===== src/rtl/rr_arb2_pkg.sv =====
// Shared constants and types for the rr_arb2 two-input round-robin arbiter.
package rr_arb2_pkg;

    localparam logic SRC_IN0 = 1'b0;
    localparam logic SRC_IN1 = 1'b1;

    typedef enum logic {
        EMPTY = 1'b0,
        FULL  = 1'b1
    } state_t;

    // in0 wins the first contention after reset.
    localparam logic LAST_GRANT_RST = SRC_IN1;

endpackage


===== src/rtl/rr_arb2_grant.sv =====
// Combinational round-robin grant for rr_arb2; lock overrides, idle holds idle_sel.
module rr_arb2_grant
    import rr_arb2_pkg::*;
(
    input  logic in0_valid,
    input  logic in1_valid,
    input  logic last_grant,
    input  logic idle_sel,
    input  logic lock,
    input  logic lock_src,
    output logic sel
);

    always_comb begin
        // NOTE: default assignment first so no path leaves sel unassigned (no latch).
        sel = idle_sel;
        if (lock) begin
            sel = lock_src;
        end else if (in0_valid && in1_valid) begin
            sel = ~last_grant;
        end else if (in0_valid) begin
            sel = SRC_IN0;
        end else if (in1_valid) begin
            sel = SRC_IN1;
        end
    end

endmodule


===== src/rtl/rr_arb2_mux2.sv =====
// Single-bit 2:1 mux cell; s=0 selects a, s=1 selects b.
module rr_arb2_mux2 (
    input  logic a,
    input  logic b,
    input  logic s,
    output logic y
);

    assign y = s ? b : a;

endmodule


===== src/rtl/rr_arb2.sv =====
// Two-input round-robin stream arbiter with one registered output stage.
// Define RR_ARB2_LOCK_EN to hold the grant for a whole packet (until inN_last).
module rr_arb2
    import rr_arb2_pkg::*;
#(
    parameter int WIDTH = 8
) (
    input  logic             clk,
    input  logic             rst_n,
    input  logic             in0_valid,
    input  logic [WIDTH-1:0] in0_data,
    input  logic             in0_last,
    output logic             in0_ready,
    input  logic             in1_valid,
    input  logic [WIDTH-1:0] in1_data,
    input  logic             in1_last,
    output logic             in1_ready,
    output logic             out_valid,
    output logic [WIDTH-1:0] out_data,
    output logic             out_src,
    input  logic             out_ready,
    output logic             sel
);

    state_t           state;
    logic             last_grant;
    logic             lock;
    logic             lock_src;
    logic             can_load;
    logic             xfer;
    logic             xfer_last;
    logic [WIDTH-1:0] mux_data;

    assign out_valid = (state == FULL);
    assign can_load  = ~out_valid | out_ready;
    assign in0_ready = can_load & (sel == SRC_IN0);
    assign in1_ready = can_load & (sel == SRC_IN1);
    assign xfer      = (in0_valid & in0_ready) | (in1_valid & in1_ready);
    assign xfer_last = sel ? in1_last : in0_last;

    // With no valid input the select stays on the source of the last accepted beat.
    rr_arb2_grant u_grant (
        .in0_valid  (in0_valid),
        .in1_valid  (in1_valid),
        .last_grant (last_grant),
        .idle_sel   (out_src),
        .lock       (lock),
        .lock_src   (lock_src),
        .sel        (sel)
    );

    for (genvar i = 0; i < WIDTH; i++) begin : g_mux
        rr_arb2_mux2 u_mux (
            .a (in0_data[i]),
            .b (in1_data[i]),
            .s (sel),
            .y (mux_data[i])
        );
    end

    always_ff @(posedge clk or negedge rst_n) begin
        if (!rst_n) begin
            // NOTE: non-blocking assignments for all registered state.
            state      <= EMPTY;
            out_data   <= '0;
            out_src    <= SRC_IN0;
            last_grant <= LAST_GRANT_RST;
        end else if (xfer) begin
            state    <= FULL;
            out_data <= mux_data;
            out_src  <= sel;
`ifdef RR_ARB2_LOCK_EN
            if (xfer_last) begin
                last_grant <= sel;
            end
`else
            last_grant <= sel;
`endif
        end else if (out_ready) begin
            state <= EMPTY;
        end
    end

`ifdef RR_ARB2_LOCK_EN
    always_ff @(posedge clk or negedge rst_n) begin
        if (!rst_n) begin
            lock     <= 1'b0;
            lock_src <= SRC_IN0;
        end else if (xfer) begin
            lock     <= ~xfer_last;
            lock_src <= sel;
        end
    end
`else
    logic unused_last;
    assign unused_last = xfer_last;
    assign lock        = 1'b0;
    assign lock_src    = SRC_IN0;
`endif

endmodule


===== config.mk =====
export PLATFORM = sky130hd
export DESIGN_NAME = rr_arb2
export DESIGN_NICKNAME = d
export VERILOG_FILES = /design/src/rtl/rr_arb2_pkg.sv /design/src/rtl/rr_arb2_grant.sv /design/src/rtl/rr_arb2_mux2.sv /design/src/rtl/rr_arb2.sv
export SDC_FILE = /design/constraint.sdc
export NUM_CORES = 1
export LEC_CHECK = 0
export CORE_ASPECT_RATIO = 0.9
export CORE_MARGIN = 3
export CORE_UTILIZATION = 30
export DETAILED_ROUTE_END_ITERATION = 8
export PLACE_DENSITY = 0.7
export SLEW_MARGIN = 20
export SYNTH_ARGS = -nofsm -noshare
export SYNTH_HDL_FRONTEND = slang
export SYNTH_SLANG_ARGS = --single-unit

===== constraint.sdc =====
create_clock -name clk -period 4.2 [get_ports clk]
set_clock_uncertainty 0.2 [all_clocks]
set_input_delay 0.42 -clock clk [delete_from_list [all_inputs] [get_ports clk]]
set_output_delay 0.42 -clock clk [all_outputs]
set_load 0.02 [all_outputs]

## Word level (Yosys, flattened, before mapping)

Index checks and enable logic that the tools add are counted.

| storage, ports and cells | value |
|---|---|
| bits in registers | 11 |
| input bits | 23 |
| output and inout port bits | 13 |

| operators by class | value |
|---|---|
| reductions and logical operators | 2 |
| mux-type cells | 13 |
| bitwise operators | 9 |

Operator list:

| cell | count |
|---|---|
| $mux 1 | 13 |
| $and 1x1->1 | 4 |
| $not 1->1 | 3 |
| $or 1x1->1 | 2 |
| $reduce_bool 2->1 | 1 |
| $logic_and 1x1->1 | 1 |

## Longest topological paths before layout

| depth | value |
|---|---|
| depth in word-level cells | 8 |
| gate-level depth with buffers | 5 |
| mapped depth without buffers | 4 |

## Hierarchy

A second synthesis with hierarchy kept.

| unflattened totals | value |
|---|---|
| cell total of the unflattened synthesis | 48 |
| area total of the unflattened synthesis | 603.1 um2 |

By module, submodules not included:

| module | area each (um2) | seq. area each (um2) | times used | cells each |
|---|---|---|---|---|
| rr_arb2 | 457.9 | 276.5 | 1 | 35 |
| rr_arb2_mux2 | 15.0 | 0.0 | 8 | 1 |
| rr_arb2_grant | 25.0 | 0.0 | 1 | 5 |

## Worst setup path after synthesis

No wires, ideal clock.

| path | value |
|---|---|
| path kind | register to output |
| start point | register out_src |
| end point | output in1_ready |
| path buffers | 1 |
| arrival time | 1,323 ps |
| slack | 2,257 ps |
| stages on the path, launching flop included | 6 |
| cell sequence | dfrtp_1 o21bai_1 and2_1 buf_2 inv_1 and2_1 |

| on the way | value |
|---|---|
| cells in the longest elaborated chain, start to end | 4 |

RTL lines:

| what | line | RTL |
|---|---|---|
| from (decl) | rr_arb2.sv:20 | `output logic out_src,` |
| from (signal assigned) | rr_arb2.sv:71 | `out_src <= sel;` |
| $mux 1 | rr_arb2_grant.sv:23 | `end else if (in1_valid) begin` |
| $mux 1 | rr_arb2_grant.sv:21 | `end else if (in0_valid) begin` |
| $mux 1 | rr_arb2_grant.sv:19 | `end else if (in0_valid && in1_valid) begin` |
| via sel | rr_arb2.sv:22 | `output logic sel` |
| $and 1x1->1 | rr_arb2.sv:37 | `assign in1_ready = can_load & (sel == SRC_IN1);` |
| to (decl) | rr_arb2.sv:17 | `output logic in1_ready,` |

The timed path passes the listed nets, and every way through them passes these cells.

## Final worst setup path

| path | value |
|---|---|
| start point | input in0_valid |
| end point | output in1_ready |

| on the way | value |
|---|---|
| cells in the longest elaborated chain, start to end | 3 |

RTL lines:

| what | line | RTL |
|---|---|---|
| from (decl) | rr_arb2.sv:10 | `input logic in0_valid,` |
| $mux 1 / $logic_and 1x1->1 (equally long branches) | rr_arb2_grant.sv:21, rr_arb2_grant.sv:19 |  |
| $mux 1 (*) | rr_arb2_grant.sv:19 |  |
| $and 1x1->1 (*) | rr_arb2.sv:37 |  |

Every way passes the cells marked *; elsewhere a longest branch is shown, timed or not.

==> summary.md <==
* setup TNS: 0 ns
* final period utilization: 0.767
* sinks on the clock net: 11
* number of global-route vias before repair: 583
* share of power burned in registers: 0.376
* internal power component: 240 uW
* post-DR wirelength/cell: 13.6 um
* core area: 1970 um2
* placed insts: 116
* Unique masters post-synth: 17
* result of the run: finished clean
* floorplan die height: 50.1 um
* critical path type: in -> out
* worst slew margin relative to its limit: 0.652
* overall overflow remaining after global route: 0
* non-filler cells in the finished layout: 120
* peak supply drop: 0.000223 V
* time the worst path needs with I/O delays and setup: 3.22 ns
* drt pass-1 iters: 3
* switching power summed over all nets: 122 uW
* cell chain of the critical path: clkdlybuf4s50_1 -> o21bai_1 -> and2_1 -> inv_1 -> and2_1 -> clkdlybuf4s50_1
* width of the die: 54.9 um
* starting density of the core: 0.328
* vias: 603
* GRT Overall Usage: 0.133
* syn nets: 87
* CTS Hold Buffers Added: 0
* fraction of layout cells with a size suffix above 1: 0.147
* P&R area growth vs syn: 54.4%
* Die Outline Area: 2750 um2
* clock root cell: sky130_fd_sc_hd__clkbuf_4
* Detail Placement HPWL: 1.16 mm
* Clk Latency, worst-skew pair: 0.27 ns
* Startpoint Class: input port
* area taken by multi-input logic gates: 293 um2
* clock slew at reported path FFs: 0.07 ns
* largest net degree at the start of global routing: 25
* number of filler instances in the final layout: 201
* post-layout net count: 119
* worst-path cell with the longest stage delay: sky130_fd_sc_hd__clkdlybuf4s50_1
* Seq cells post-synth: 11
* power density of the placed cells: 363 nW/um2
* CTS tree: built
* sequential-to-total area share from yosys stat: 0.427
* Resize count post-CTS: 0
* combined area of all synthesized cells: 647 um2
* slew of the pin with the lowest slew margin: 0.520 ns
* commonest non-fill, non-tap cells in the layout: sky130_fd_sc_hd__clkdlybuf4s50_1 (33), sky130_fd_sc_hd__dfrtp_1 (10), sky130_fd_sc_hd__inv_1 (9)
* Routed Antenna Nets: 0
* total count of max-transition violations in the final report: 0
* drt initial violations: 1
* static leakage: 0.393 nW
* clock network fraction of total power: 0.201
* detail-routed via count per cell: 5.03
* final weighted congestion of routability-driven global placement: 0.690
* standard-cell row count: 15
* first-pass GRT wire length: 2.67 mm
* sw frac: 0.337
* Yosys warnings: 0
* DRC violation count after routing: 0
* postcts setup bufs: 0
* number of CTS-inserted buffers: 3
* endpoint class of the critical path: output pin
* largest incremental delay on the critical path: 0.74 ns
* setup violators final: 0
* count of antenna diodes in the layout: 0
* maximum fanout along the worst path: 12
* Bufs on Longest Clock Path: 2
* cell count after synthesis: 64
* Final Hold Fails: 0
* pre-CTS worst setup slack: 0.968 ns
* count of buffers from port buffering: 33
* number of I/O pins: 36
* area of all placed cells without fillers: 998 um2
* unrepaired setup endpoints after global routing: no
* class of the worst hold path: in -> async
* arrival time of the worst setup path: 2.60 ns
* sequential standard cell area: 277 um2
* number of H-tree branching levels: 1
* initial antenna violation count: 0
* leading cell type in the layout, fill and taps excluded: sky130_fd_sc_hd__clkdlybuf4s50_1
* share of power burned in combinational logic: 0.423
* final worst slack: 0.980 ns
* required time reported for the critical path endpoint: 3.58 ns
* dpl cell area: 972 um2
* # Max-Cap Violations: 0
* routed wire length: 1.64 mm
* fmax: 0.311 GHz
* average instance area after synthesis: 10.1 um2
[layout make-up]
type | count | share of cell area
well taps | 25 | 0.0313
multi-input cells | 37 | 0.293
inverters | 9 | 0.0338
repair buffers | 34 | 0.338
clock buffers | 4 | 0.0263
flip-flops and latches | 11 | 0.277
[per-layer routing]
layer  part of all wire  global-route usage  vias up  wire length (um)
li1                   -                   -      295                 -
met1               0.43               0.174      284               711
met2               0.47               0.191       24               768
met3              0.096              0.0574        0               157
met4                  0              0.0486        0                 0
met5                  0                   0        -                 0
[power by group through the flow]
stage / combinational (mW) / clock, mW / sequential, mW
2_1_floorplan: 0.0651 / 0 / 0.159
4_1_cts: 0.155 / 0.0759 / 0.136
6_report: 0.153 / 0.0729 / 0.136
5_1_grt: 0.163 / 0.0805 / 0.139
3_5_place_dp: 0.155 / 0 / 0.138
3_3_place_gp: 0.153 / 0 / 0.138
[kinds of logic (layout without fill, tap and decap cells)]
| kind of cell | count (synthesis) | count (layout) | synth area share |
|---|---|---|---|
| simple gates | 24 | 24 | 0.221 |
| flops | 11 | 11 | 0.427 |
| buf+inv | 16 | 47 | 0.120 |
| compound gates | 13 | 13 | 0.232 |
[through the flow]
stage | util | hold WS, ns | total power [mW]
floorplan | - | -0.0756 | 0.224
global placement | 0.493 | 0.309 | 0.291
detailed placement | 0.493 | 0.323 | 0.293
CTS | 0.507 | 0.309 | 0.368
global route | 0.507 | 0.329 | 0.383
finish | 0.507 | 0.294 | 0.362
[registers in the layout, indices dropped and copies added, names as in the netlist]
signal	flops
out_src	1
out_valid	1
out_data	8
last_grant	1
[Yosys cell counts, drive strengths merged]
library cell   n  area share
nand2b         3       0.029
nand3          8       0.062
nand4          8       0.077
and3           1      0.0097
buf            4       0.050
and2           3       0.033
dfstp          1       0.041
a31oi          2       0.019
clkbuf         3       0.017
inv            9       0.052
or2            1      0.0097
o21bai         1       0.012
dfrtp         10        0.39
o221ai         8        0.19
a21oi          2       0.015
[path summary, 6_finish.rpt]
| check | from | end | slack (ns) | cells after the start |
|---|---|---|---|---|
| setup / recovery | in0_valid | in1_ready | 0.98 | 6 |
| hold / removal | rst_n | out_valid | 0.29 | 1 |
| setup reg to reg | last_grant | out_data[1] | 2.32 | 3 |
| hold reg to reg | last_grant | last_grant | 0.34 | 1 |
| max in group asynchronous | rst_n | last_grant | 3.15 | 1 |
| min in group clk | last_grant | last_grant | 0.34 | 1 |
[worst max-delay path, delay by kind of cell]
family / cells / cell delay, ns
AOI/OAI and AO/OA: 1 / 0.19
and+or+nand+nor: 2 / 0.61
buffers and inverters: 3 / 1.39
Note: power is estimated with default switching activity, not from simulation.
